===== config.mk =====
export PLATFORM = sky130hd
export DESIGN_NAME = reg_fifo_flat
export DESIGN_NICKNAME = d
export VERILOG_FILES = /design/src/rtl/reg_fifo_if.sv /design/src/rtl/reg_fifo.sv /design/src/flat_wrapper.sv
export SDC_FILE = /design/constraint.sdc
export NUM_CORES = 1
export LEC_CHECK = 0
export CORE_MARGIN = 5
export CORE_UTILIZATION = 40
export CTS_BUF_LIST = sky130_fd_sc_hd__clkbuf_4
export CTS_CLUSTER_DIAMETER = 60
export DETAILED_ROUTE_END_ITERATION = 7
export HOLD_SLACK_MARGIN = 0.03
export MAX_ROUTING_LAYER = met4
export SLEW_MARGIN = 20
export SYNTH_ARGS = -nofsm -noshare
export SYNTH_HDL_FRONTEND = slang
export SYNTH_SLANG_ARGS = --single-unit

===== constraint.sdc =====
create_clock -name clk -period 2.55 [get_ports clk]
set_input_delay 0.765 -clock clk [delete_from_list [all_inputs] [get_ports clk]]
set_output_delay 0.765 -clock clk [all_outputs]
set_load 0.01 [all_outputs]

===== src/rtl/reg_fifo_if.sv =====
// reg_fifo_if: producer/consumer bundle for reg_fifo.
//   master : push/pop/clear requests out, data and status in (bench or host logic)
//   slave  : the FIFO itself
//   WIDTH  : data word width
//   DEPTH  : FIFO depth; sets the width of count
interface reg_fifo_if #(
    parameter int unsigned WIDTH = 8,
    parameter int unsigned DEPTH = 4
);
    localparam int unsigned CNT_W = $clog2(DEPTH) + 1;

    logic [WIDTH-1:0] write_data;
    logic             write_enable;
    logic             read_enable;
    logic             clr_err;
    logic [WIDTH-1:0] read_data;
    logic             empty;
    logic             full;
    logic             almost_full;
    logic [CNT_W-1:0] count;
    logic             overflow;
    logic             underflow;

    modport master (
        output write_data, write_enable, read_enable, clr_err,
        input  read_data, empty, full, almost_full, count, overflow, underflow
    );

    modport slave (
        input  write_data, write_enable, read_enable, clr_err,
        output read_data, empty, full, almost_full, count, overflow, underflow
    );
endinterface


===== src/rtl/reg_fifo.sv =====
// reg_fifo: register-bank FIFO with circular pointers, occupancy counter,
// full/empty/almost-full status and sticky overflow/underflow flags.
// Ports:
//   clk   : rising-edge clock
//   reset : asynchronous active-low reset, clears pointers, count, storage, flags
//   bus   : reg_fifo_if.slave
//           write_data/write_enable push, read_enable pop, clr_err clears flags;
//           read_data is the show-ahead head word (0 when empty);
//           empty/full/almost_full/count decode the occupancy register;
//           overflow/underflow are sticky rejected-request flags.
module reg_fifo #(
    parameter int unsigned WIDTH    = 8,
    parameter int unsigned DEPTH    = 4,
    parameter int unsigned AF_LEVEL = DEPTH - 1
) (
    input  logic         clk,
    input  logic         reset,
    reg_fifo_if.slave    bus
);
    localparam int unsigned ADDR_W = $clog2(DEPTH);
    localparam int unsigned CNT_W  = ADDR_W + 1;

    logic [WIDTH-1:0]  mem [DEPTH];
    logic [ADDR_W-1:0] wr_ptr;
    logic [ADDR_W-1:0] rd_ptr;
    logic [CNT_W-1:0]  count_q;
    logic              overflow_q;
    logic              underflow_q;

    logic              empty_c;
    logic              full_c;
    logic              push_ok;
    logic              pop_ok;
    logic              push_rej;
    logic              pop_rej;
    logic [DEPTH-1:0]  word_load;

    // Occupancy decodes
    assign empty_c = (count_q == '0);
    assign full_c  = (count_q == CNT_W'(DEPTH));

    // Acceptance: a pop in the same cycle frees the slot for a push when full
    assign pop_ok   = bus.read_enable && !empty_c;
    assign push_ok  = bus.write_enable && (!full_c || bus.read_enable);
    assign push_rej = bus.write_enable && !push_ok;
    assign pop_rej  = bus.read_enable && !pop_ok;

    // Write-address decoder: one load enable per storage word
    always_comb begin
        word_load = '0;
        for (int unsigned i = 0; i < DEPTH; i++) begin
            if (push_ok && (wr_ptr == ADDR_W'(i))) begin
                word_load[i] = 1'b1;
            end
        end
    end

    // Storage bank
    always_ff @(posedge clk or negedge reset) begin
        if (!reset) begin
            for (int unsigned i = 0; i < DEPTH; i++) begin
                mem[i] <= '0;
            end
        end else begin
            for (int unsigned i = 0; i < DEPTH; i++) begin
                if (word_load[i]) begin
                    mem[i] <= bus.write_data;
                end
            end
        end
    end

    // Pointers wrap naturally since DEPTH is a power of two
    always_ff @(posedge clk or negedge reset) begin
        if (!reset) begin
            wr_ptr <= '0;
            rd_ptr <= '0;
        end else begin
            if (push_ok) begin
                wr_ptr <= wr_ptr + ADDR_W'(1);
            end
            if (pop_ok) begin
                rd_ptr <= rd_ptr + ADDR_W'(1);
            end
        end
    end

    // Occupancy counter
    always_ff @(posedge clk or negedge reset) begin
        if (!reset) begin
            count_q <= '0;
        end else begin
            case ({push_ok, pop_ok})
                2'b10:   count_q <= count_q + CNT_W'(1);
                2'b01:   count_q <= count_q - CNT_W'(1);
                default: count_q <= count_q;
            endcase
        end
    end

    // Sticky error flags; a new error in the clearing cycle wins
    always_ff @(posedge clk or negedge reset) begin
        if (!reset) begin
            overflow_q  <= 1'b0;
            underflow_q <= 1'b0;
        end else begin
            if (push_rej) begin
                overflow_q <= 1'b1;
            end else if (bus.clr_err) begin
                overflow_q <= 1'b0;
            end
            if (pop_rej) begin
                underflow_q <= 1'b1;
            end else if (bus.clr_err) begin
                underflow_q <= 1'b0;
            end
        end
    end

    // Show-ahead head word, forced to zero when empty
    assign bus.read_data   = empty_c ? '0 : mem[rd_ptr];
    assign bus.empty       = empty_c;
    assign bus.full        = full_c;
    assign bus.almost_full = (count_q >= CNT_W'(AF_LEVEL));
    assign bus.count       = count_q;
    assign bus.overflow    = overflow_q;
    assign bus.underflow   = underflow_q;

endmodule


===== src/flat_wrapper.sv =====
// flat-port wrapper written by rule: the top's interface ports become plain ports
module reg_fifo_flat 
#(
    parameter int unsigned WIDTH    = 8,
    parameter int unsigned DEPTH    = 4,
    parameter int unsigned AF_LEVEL = DEPTH - 1
)
  (clk, reset, bus_write_data, bus_write_enable, bus_read_enable, bus_clr_err, bus_read_data, bus_empty, bus_full, bus_almost_full, bus_count, bus_overflow, bus_underflow);
  reg_fifo_if #(.WIDTH(WIDTH), .DEPTH(DEPTH)) bus_i ();
  input  logic clk;
  input  logic reset;
  input wire logic [$bits(bus_i.write_data)-1:0] bus_write_data;
  input wire logic [$bits(bus_i.write_enable)-1:0] bus_write_enable;
  input wire logic [$bits(bus_i.read_enable)-1:0] bus_read_enable;
  input wire logic [$bits(bus_i.clr_err)-1:0] bus_clr_err;
  output wire logic [$bits(bus_i.read_data)-1:0] bus_read_data;
  output wire logic [$bits(bus_i.empty)-1:0] bus_empty;
  output wire logic [$bits(bus_i.full)-1:0] bus_full;
  output wire logic [$bits(bus_i.almost_full)-1:0] bus_almost_full;
  output wire logic [$bits(bus_i.count)-1:0] bus_count;
  output wire logic [$bits(bus_i.overflow)-1:0] bus_overflow;
  output wire logic [$bits(bus_i.underflow)-1:0] bus_underflow;
  assign bus_i.write_data = bus_write_data;
  assign bus_i.write_enable = bus_write_enable;
  assign bus_i.read_enable = bus_read_enable;
  assign bus_i.clr_err = bus_clr_err;
  assign bus_read_data = bus_i.read_data;
  assign bus_empty = bus_i.empty;
  assign bus_full = bus_i.full;
  assign bus_almost_full = bus_i.almost_full;
  assign bus_count = bus_i.count;
  assign bus_overflow = bus_i.overflow;
  assign bus_underflow = bus_i.underflow;
  reg_fifo #(.WIDTH(WIDTH), .DEPTH(DEPTH), .AF_LEVEL(AF_LEVEL)) u_core (.clk(clk), .reset(reset), .bus(bus_i));
endmodule

==> flow_summary.yaml <==
global_routing:
  antenna_found_initial: 0
  overflow: 0
  grt_use_total: 0.143
  grt_max_degree: 17
  grt_first_pass_wirelength_microns: 6610
  grt_pass1_vias: 1329
sta:
  final-setup-viol-count: 0
  holdWs_ns: 0.296
  finalHoldViolCount: 0
  worst_pin_slew_ns: 0.313
  finalCritPeriodShare: 0.963
  post-route-min-period_ns: 2.45
  relSlewSlack: 0.791
  slew_violations: 0
  rsz0062_at_grt: "no"
  max_freq_mhz: 407
  skew_ns: 0.0135
clocking:
  cts-buffers-inserted: 5
  path_clk_slew_ns: 0.11
  root_buffer: "clkbuf_4"
  clk_latency_ns: 0.35
  cts.sinks: 41
  cts_tree: "done"
  h-tree-depth: 2
  cts_max_path_buffers: 2
pwr:
  leakage_nw: 1.12
  ir_drop_mv: 0.526
  power-per-cell-area_nw_per_um2: 1280
floorplan:
  chipHeight_microns: 79.6
  fp.dieArea_sq_um: 6340
  die_x_microns: 79.6
  initial_core_util: 0.411
  ios: 29
  coreArea_sq_um: 4720
  placement_rows: 25
routing:
  via_per_inst: 4.72
  drt-initial-drc-count: 39
  drcViolationCount: 0
  drtPass1Iterations: 2
  wire_per_inst_microns: 15.7
  wl_met2_microns: 2030
  wl_met3_microns: 161
  vias: 1203
  ant_nets: 0
  met1_length_microns: 1790
  drt-total-wl_microns: 4020
  highest_layer: "met4"
cells_and_area:
  layout-drive-gt1-share: 0.468
  antenna_cells: 0
  final_core_util: 0.531
  nNetsFinal: 206
  area_growth_pct: 29.3
  fin_area_sq_um: 2510
  fill_cells: 410
logic_synthesis:
  yosys-top-cells-area: "dfrtp_1 (53%), mux2_2 (18%), mux4_2 (9.3%)"
  async_flop_share: 1.00
  ys_ff_latch: 41
  yosys-top-cells-count: "dfrtp_1 (41), mux2_2 (31), mux4_2 (8), nor2b_1 (8), inv_1 (7)"
  synth-edff-count: 0
  synth_ff_type: "dfrtp_1"
  yosys.area.top_type: "dfrtp_1"
  synth_fp_nets: 151
  syn_inst: 132
  synth_seq_area_share: 0.529
  avgSynthCellArea_sq_um: 14.7
  synth_area_sq_um: 1940
  yosysMostFrequentCell: "dfrtp_1"
  synth_cell_types: 23
  synth_top_area_frac: 0.529
  synth_warnings: 0
outcome:
  outcome: "finished, final reports clean"
setup_path:
  worst_r2r_path_depth: 10
  start_kind: "flip-flop"
  crit_required_ns: 1.79
  rr_startpoint: "u_core.bus.count[2]$_DFFE_PN0P_"
  startpoint: "u_core.bus.count[1]$_DFFE_PN0P_"
  arrival_ns: 1.69
  end_kind: "output pin"
  worstSetupPathType: "reg2out"
  crit_fanout: 5
placement:
  placed_cell_area_sq_um: 2420
  dp_hpwl_microns: 2910
  gp_congestion: 0.745
  portBuffers: 28
job:
  cap_viol_max_count: 0
worst_hold_path:
  min_path_type: "in2async"
==> critical path, cell delays in order (launching register included) <==
cell	delay, ns
dfrtp_2	0.46
nor3_1	0.19
buf_4	0.17
clkdlybuf4s50_1	0.53
==> layout make-up <==
type	count	area [sq um]	share of cell area
inverter	7	26.3	0.0105
timing repair buffer	51	415	0.166
tap	67	83.8	0.0334
sequential	41	1030	0.411
clock buffer	6	45.0	0.0180
clock inverter	2	33.8	0.0135
multi-input combinational	81	873	0.348
==> power by group <==
part	total, mW	internal, mW	switching [mW]
combinational	1.58	0.970	0.612
clock	0.418	0.215	0.203
sequential	1.21	0.984	0.229
==> routing by layer <==
layer  GRT usage  up-vias
met5           -        -
met4      0.0481        0
met2       0.232       19
li1            -      573
met1       0.174      607
met3      0.0395        4
==> final timing paths <==
path,end,slack [ns]
max reg2reg,u_core.bus.count[2]$_DFFE_PN0P_,0.44
max,bus_empty,0.1
min,u_core.mem[29]$_DFFE_PN0P_,0.30
min reg2reg,u_core.mem[20]$_DFFE_PN0P_,0.50
max in group asynchronous,u_core.rd_ptr[1]$_DFFE_PN0P_,1.71
min in group clk,u_core.mem[20]$_DFFE_PN0P_,0.50
==> sequential cells by signal, indices dropped and copies added, names as in the netlist <==
name and count:
u_core.bus.underflow 1, u_core.bus.overflow 1, u_core.wr_ptr 2, u_core.mem 32, u_core.bus.count 3, u_core.rd_ptr 2
==> per-stage QoR <==
stage          TNS [ns]  cells  total power [mW]  setup WS, ns
2_1_floorplan         0    132              2.17         0.189
5_1_grt               0    255              3.44       0.00412
4_1_cts               0    253              3.32       0.00212
6_report              0    255              3.21        0.0956
3_5_place_dp     -0.206    242              2.90        -0.184
3_3_place_gp     -0.139    242              2.83        -0.139
==> cell usage in the layout, fill, tap and decap left out, drive strengths merged, types with 2 or more instances in the layout <==
master	count
buf	26
dfrtp	41
nor2b	8
mux2	33
mux4	8
nor2	7
xor2	4
clkbuf	12
xnor2	2
ha	5
inv	7
clkdlybuf4s50	19
nand2	5
==> what timing repair did <==
action                     4_1_cts  5_1_grt
setup endpoints to repair        9        9
gates resized for setup         22        9
hold buffers                     0        0
setup buffers                    3        2
pin swaps                        0        0
==> cell families (layout without fill, tap and decap cells) <==
| logic type | count (synthesis) | count (layout) | synth area share |
|---|---|---|---|
| multiplexers | 42 | 42 | 0.290 |
| adder cells (fa/ha/maj) | 6 | 6 | 0.0426 |
| XOR/XNOR | 6 | 6 | 0.0271 |
| AND/OR/NAND/NOR | 24 | 24 | 0.0768 |
| flip-flops | 41 | 41 | 0.529 |
| AO/OA/AOI/OAI | 3 | 3 | 0.0142 |
| buffers and inverters | 10 | 66 | 0.0206 |
No activity file was read; power rests on OpenSTA's default activity.
